==> src/rtl/scan_pkg.sv <==
// Shared constants, FSM state type and snapshot record for the digit scanner.
// Latency: n/a (package only).
// Backpressure: n/a (package only).
package scan_pkg;

    localparam int NUM_DIGITS = 4;
    localparam logic [NUM_DIGITS-1:0] ANODE_OFF = 4'b1111;

    typedef enum logic {
        GUARD = 1'b0,
        ON    = 1'b1
    } scan_state_t;

    // Frame snapshot: everything that must stay stable for one full frame.
    typedef struct packed {
        logic [4*NUM_DIGITS-1:0] digits;
        logic [NUM_DIGITS-1:0]   dp;
        logic [NUM_DIGITS-1:0]   en;
    } snap_t;

    // Digits that may light: enabled and not a blanked leading zero.
    // Digit i is a leading zero when it and every digit above it are zero;
    // digit0 is always allowed so a value of zero still shows "0".
    function automatic logic [NUM_DIGITS-1:0] visible_mask(input snap_t s, input logic lz);
        logic [NUM_DIGITS-1:0] vis;
        logic                  zero_above;
        vis        = s.en;
        zero_above = 1'b1;
        for (int i = NUM_DIGITS - 1; i >= 1; i--) begin
            zero_above = zero_above & (s.digits[4*i +: 4] == 4'h0);
            if (lz && zero_above) begin
                vis[i] = 1'b0;
            end
        end
        return vis;
    endfunction

endpackage

==> src/rtl/scan_tick_gen.sv <==
// Slot counter 0..REFRESH_DIV-1 with a terminal-count wrap strobe.
// Latency: wrap is combinational from slot_cnt (high during the last cycle of a slot).
// Backpressure: none; free-running.
// Ports: clk, clr (async active-low), slot_cnt (current slot position), wrap.
module scan_tick_gen
    import scan_pkg::*;
#(
    parameter int REFRESH_DIV = 100000,
    parameter int CNT_W       = $clog2(REFRESH_DIV)
) (
    input  logic             clk,
    input  logic             clr,
    output logic [CNT_W-1:0] slot_cnt,
    output logic             wrap
);

    localparam logic [CNT_W-1:0] TERM_CNT = CNT_W'(REFRESH_DIV - 1);

    assign wrap = (slot_cnt == TERM_CNT);

    always_ff @(posedge clk or negedge clr) begin
        if (!clr) begin
            slot_cnt <= '0;
        end else if (wrap) begin
            slot_cnt <= '0;
        end else begin
            slot_cnt <= slot_cnt + 1'b1;
        end
    end

endmodule

==> src/rtl/digit_scan_ctrl.sv <==
// Four-digit multiplexed seven-segment scan controller with anode guard band.
// Latency: outputs registered; hex/dp/idx change on the slot-wrap edge, an enables BLANK_CYCLES later.
// Backpressure: none; inputs sampled once per frame into a snapshot.
// Ports: clk, clr (async active-low), digits_in/dp_in/digit_en/lz_blank in;
//        hex_out, dp_out, an (active-low), digit_idx, frame_tick out.
module digit_scan_ctrl
    import scan_pkg::*;
#(
    parameter int REFRESH_DIV  = 100000,
    parameter int BLANK_CYCLES = 1000
) (
    input  logic                    clk,
    input  logic                    clr,
    input  logic [4*NUM_DIGITS-1:0] digits_in,
    input  logic [NUM_DIGITS-1:0]   dp_in,
    input  logic [NUM_DIGITS-1:0]   digit_en,
    input  logic                    lz_blank,
    output logic [3:0]              hex_out,
    output logic                    dp_out,
    output logic [NUM_DIGITS-1:0]   an,
    output logic [1:0]              digit_idx,
    output logic                    frame_tick
);

    localparam int CNT_W = $clog2(REFRESH_DIV);
    localparam logic [CNT_W-1:0] GUARD_LAST = CNT_W'(BLANK_CYCLES - 1);

    if (BLANK_CYCLES < 1 || BLANK_CYCLES >= REFRESH_DIV) begin : g_bad_params
        $error("digit_scan_ctrl: BLANK_CYCLES must be in 1..REFRESH_DIV-1");
    end

    logic [CNT_W-1:0]      slot_cnt;
    logic                  wrap;
    logic                  frame_start;
    logic [1:0]            idx_nxt;
    snap_t                 snap;
    snap_t                 snap_nxt;
    logic [NUM_DIGITS-1:0] vis_cur;
    logic [NUM_DIGITS-1:0] vis_nxt;
    scan_state_t           state;

    scan_tick_gen #(
        .REFRESH_DIV (REFRESH_DIV),
        .CNT_W       (CNT_W)
    ) u_tick (
        .clk      (clk),
        .clr      (clr),
        .slot_cnt (slot_cnt),
        .wrap     (wrap)
    );

    // The 3->0 index wrap is the frame boundary where the snapshot reloads.
    assign frame_start = wrap && (digit_idx == 2'd3);
    assign idx_nxt     = wrap ? digit_idx + 2'd1 : digit_idx;

    always_comb begin
        snap_nxt = snap;
        if (frame_start) begin
            snap_nxt.digits = digits_in;
            snap_nxt.dp     = dp_in;
            snap_nxt.en     = digit_en;
        end
    end

    assign vis_cur = visible_mask(snap, lz_blank);
    // Used on the wrap edge so hex/dp for slot 0 come from the fresh snapshot.
    assign vis_nxt = visible_mask(snap_nxt, lz_blank);

    always_ff @(posedge clk or negedge clr) begin
        if (!clr) begin
            state      <= GUARD;
            digit_idx  <= 2'd0;
            snap       <= '0;
            an         <= ANODE_OFF;
            hex_out    <= 4'h0;
            dp_out     <= 1'b0;
            frame_tick <= 1'b0;
        end else begin
            frame_tick <= frame_start;
            snap       <= snap_nxt;
            if (wrap) begin
                state     <= GUARD;
                an        <= ANODE_OFF;
                digit_idx <= idx_nxt;
                hex_out   <= vis_nxt[idx_nxt] ? snap_nxt.digits[{idx_nxt, 2'b00} +: 4] : 4'h0;
                dp_out    <= vis_nxt[idx_nxt] & snap_nxt.dp[idx_nxt];
            end else if (state == GUARD && slot_cnt == GUARD_LAST) begin
                state <= ON;
                an    <= vis_cur[digit_idx] ? (ANODE_OFF & ~(4'b0001 << digit_idx)) : ANODE_OFF;
            end
        end
    end

endmodule

==> config.mk <==
export PLATFORM = sky130hd
export DESIGN_NAME = digit_scan_ctrl
export DESIGN_NICKNAME = d
export VERILOG_FILES = /design/src/rtl/scan_pkg.sv /design/src/rtl/scan_tick_gen.sv /design/src/rtl/digit_scan_ctrl.sv
export SDC_FILE = /design/constraint.sdc
export NUM_CORES = 1
export LEC_CHECK = 0
export CAP_MARGIN = 40
export CORE_MARGIN = 3
export CORE_UTILIZATION = 40
export DETAILED_ROUTE_END_ITERATION = 8
export HOLD_SLACK_MARGIN = 0.02
export PLACE_DENSITY_LB_ADDON = 0.05
export SLEW_MARGIN = 20
export SYNTH_ARGS = -nofsm -noshare
export SYNTH_HDL_FRONTEND = slang
export SYNTH_HIERARCHICAL = 1
export SYNTH_SLANG_ARGS = --single-unit
==> constraint.sdc <==
create_clock -name clk -period 6.7 [get_ports clk]
set_input_delay 1.34 -clock clk [delete_from_list [all_inputs] [get_ports clk]]
set_output_delay 1.34 -clock clk [all_outputs]
set_load 0.03 [all_outputs]
==> results_dict.tcl <==
set metrics [dict create \
    reg2reg_depth 10 \
    synth_seq_area_share_pct 50.7 \
    maxSlewHeadroom_pct 54.7 \
    diodes 0 \
    cp-start-kind "flip-flop" \
    drt_wl_total_um 5650 \
    synthTopCellsByArea "dfrtp_1 47%, mux2_1 7.2%, dfstp_2 3.9%" \
    synth_flop_cell "dfrtp_1" \
    nFillCells 588 \
    avgSynthCellArea_um2 11.6 \
    drt_iter0_markers 75 \
    whs_path_depth 1 \
    core_area_mm2 0.00642 \
    grt_pass1_vias 1868 \
    path_max_fanout 30 \
    worstMarginPinSlew_ns 0.680 \
    synth_common_cells "50 x dfrtp_1, 18 x nand2_1, 17 x mux2_1, 12 x nor2_1, 10 x inv_1" \
    synth_edf_count 0 \
    cts_setup_buffers 0 \
    hpwl_um 4080 \
    wl_met3_um 242 \
    ys_ff_latch 54 \
    dieArea_mm2 0.00771 \
    port_buffers 38 \
    crit_path_end_kind "flip-flop" \
    wl_met1_um 2930 \
    final-hold-violation-count 0 \
    fin_crit_ns 3.92 \
    track_usage_pct 15.8 \
    fin_nets 301 \
    cp_num_buf_inv 2 \
    peakVddDrop_v 0.0000924 \
    drive_gt1_share_pct 12.2 \
    vias 1910 \
    cts.sinks 54 \
    max_cap_viol_count 0 \
    p_per_area_mw_per_mm2 180 \
    die_w_um 87.8 \
    crit_cells 10 \
    h-tree-depth 2 \
    antenna_found_initial 0 \
    clock_latency_ns 0.31 \
    grt_overflow 0 \
    crit_chain "or4_1, or4_4, nor4_4, buf_4, nand2_1, inv_2, mux2_1, o311ai_1, a311o_4, o22ai_2" \
    die_h_um 87.8 \
    finalSetupTns_ns 0 \
    dr.max_layer_used "met4" \
    grt_start_max_net_pins 55 \
    initial_core_util_pct 41.7 \
    yosys.area.top_type "dfrtp_1" \
    crit_family "simple AND/OR/NAND/NOR gates" \
    synthCells 230 \
    critPathKind "flip-flop to flip-flop" \
    fmax_mhz 255 \
    clk_pin_slew_ns 0.10 \
    setup_violations 0 \
    wl_per_cell_um 16.3 \
    clock_path_buffers 2 \
    cp.required_ns 6.89 \
    hp-class "flip-flop to flip-flop" \
    fin_util_pct 50.3 \
    gp_congestion 0.807 \
    yosysUniqueCellTypes 49 \
    cts_buffers 5 \
    area_growth_pct 20.7 \
    viasPerCell 5.50 \
    cts_tree "done" \
    power.leakage_nw 1.37 \
    outcome "completed" \
    drc 0 \
    route.antenna.remaining_nets 0 \
    ctsResizeCount 0 \
    row_count 29 \
    yosysWarningCount 6 \
    yosysTopAreaCellShare_pct 46.8 \
    cts_root_buf "clkbuf_8" \
    wl_met2_um 2430 \
    dr.pass1.iters 4 \
    synth_fp_nets 262 \
    ys_async_sr_fraction_pct 100 \
    ctsHoldBuffers 0 \
    whs_ns 0.509 \
    synth.most_common_cell "dfrtp_1" \
    max_stage_delay_ns 0.55 \
    rsz0062_at_grt "false" \
    clock_skew_ns 0.00479 \
    worst_path_max_delay_cell "or4_1" \
    finalCritPeriodShare_pct 58.5 \
    arrival_ns 4.10 \
    netlist_area_mm2 0.00268 \
    io_pins 39 \
    slew_viol_final 0 \
    grt_pass1_wl_um 9430 \
]
## cell usage in the layout, fill, tap and decap left out, types with 6 or more instances in the layout
master	count
xnor2_1	9
dfrtp_1	50
mux2_2	7
mux2_1	17
nand3_1	7
nand2_1	18
clkdlybuf4s50_1	37
inv_1	10
nor2_1	12
nor4_1	6
nor3_1	8
## where the power goes
group	internal [W]	switching, W
sequential	0.000328	0.000000903
clock	0.000112	0.000110
combinational	0.0000181	0.0000139
total	0.000458	0.000124
## stage by stage
| stage | power, W | area [um^2] | worst slack [ns] | cells |
|---|---|---|---|---|
| 2_1_floorplan | 0.000343 | 2680 | 3.47 | 230 |
| 3_3_place_gp | 0.000369 | 3120 | 2.83 | 339 |
| 3_5_place_dp | 0.000369 | 3120 | 2.76 | 339 |
| 4_1_cts | 0.000589 | 3230 | 2.74 | 347 |
| 5_1_grt | 0.000603 | 3230 | 2.52 | 347 |
| 6_report | 0.000583 | 3230 | 2.78 | 347 |
## state kept, by name, summed over array words and instances (netlist names)
name / cells
an: 4
digit_idx: 2
dp_out: 1
frame_tick: 1
hex_out: 4
snap: 24
state: 1
u_tick/slot_cnt: 17
## logic make-up after synthesis
logic type / share of synthesized area (%)
and+or+nand+nor: 15.8
buffers and inverters: 3.13
adders and majority gates: 2.34
xor gates and xnor gates: 5.19
DFF: 50.7
muxes: 11.8
AOI/OAI and AO/OA: 11.0
## per-layer routing
metal  up-vias  global-route usage (%)
li1        926                       -
met5         -                       0
met3         4                    3.67
met4         0                    4.60
met1       937                    23.8
met2        43                    22.5
## layout make-up
type	instances	area, um^2	share of cell area (%)
Tap cell	77	96.3	2.98
Timing Repair Buffer	40	390	12.1
Sequential cell	54	1360	42.0
Clock buffer	6	72.6	2.25
Inverter	11	41.3	1.28
Multi-Input combinational cell	157	1240	38.3
Clock inverter	2	37.5	1.16
## path summary, 6_finish.rpt
check / start / to / slack (ns)
min in group asynchronous: clr / u_tick/slot_cnt[14]$_DFF_PN0_ / 1.15
hold / removal: u_tick/slot_cnt[0]$_DFF_PN0_ / u_tick/slot_cnt[0]$_DFF_PN0_ / 0.51
setup / recovery: u_tick/slot_cnt[11]$_DFF_PN0_ / hex_out[1]$_DFFE_PN0P_ / 2.78
hold reg to reg: u_tick/slot_cnt[0]$_DFF_PN0_ / u_tick/slot_cnt[0]$_DFF_PN0_ / 0.51
setup reg to reg: u_tick/slot_cnt[11]$_DFF_PN0_ / hex_out[1]$_DFFE_PN0P_ / 2.78
max in group asynchronous: clr / snap[14]$_DFF_PN0_ / 5.11
No activity file was read; power rests on OpenSTA's default activity.
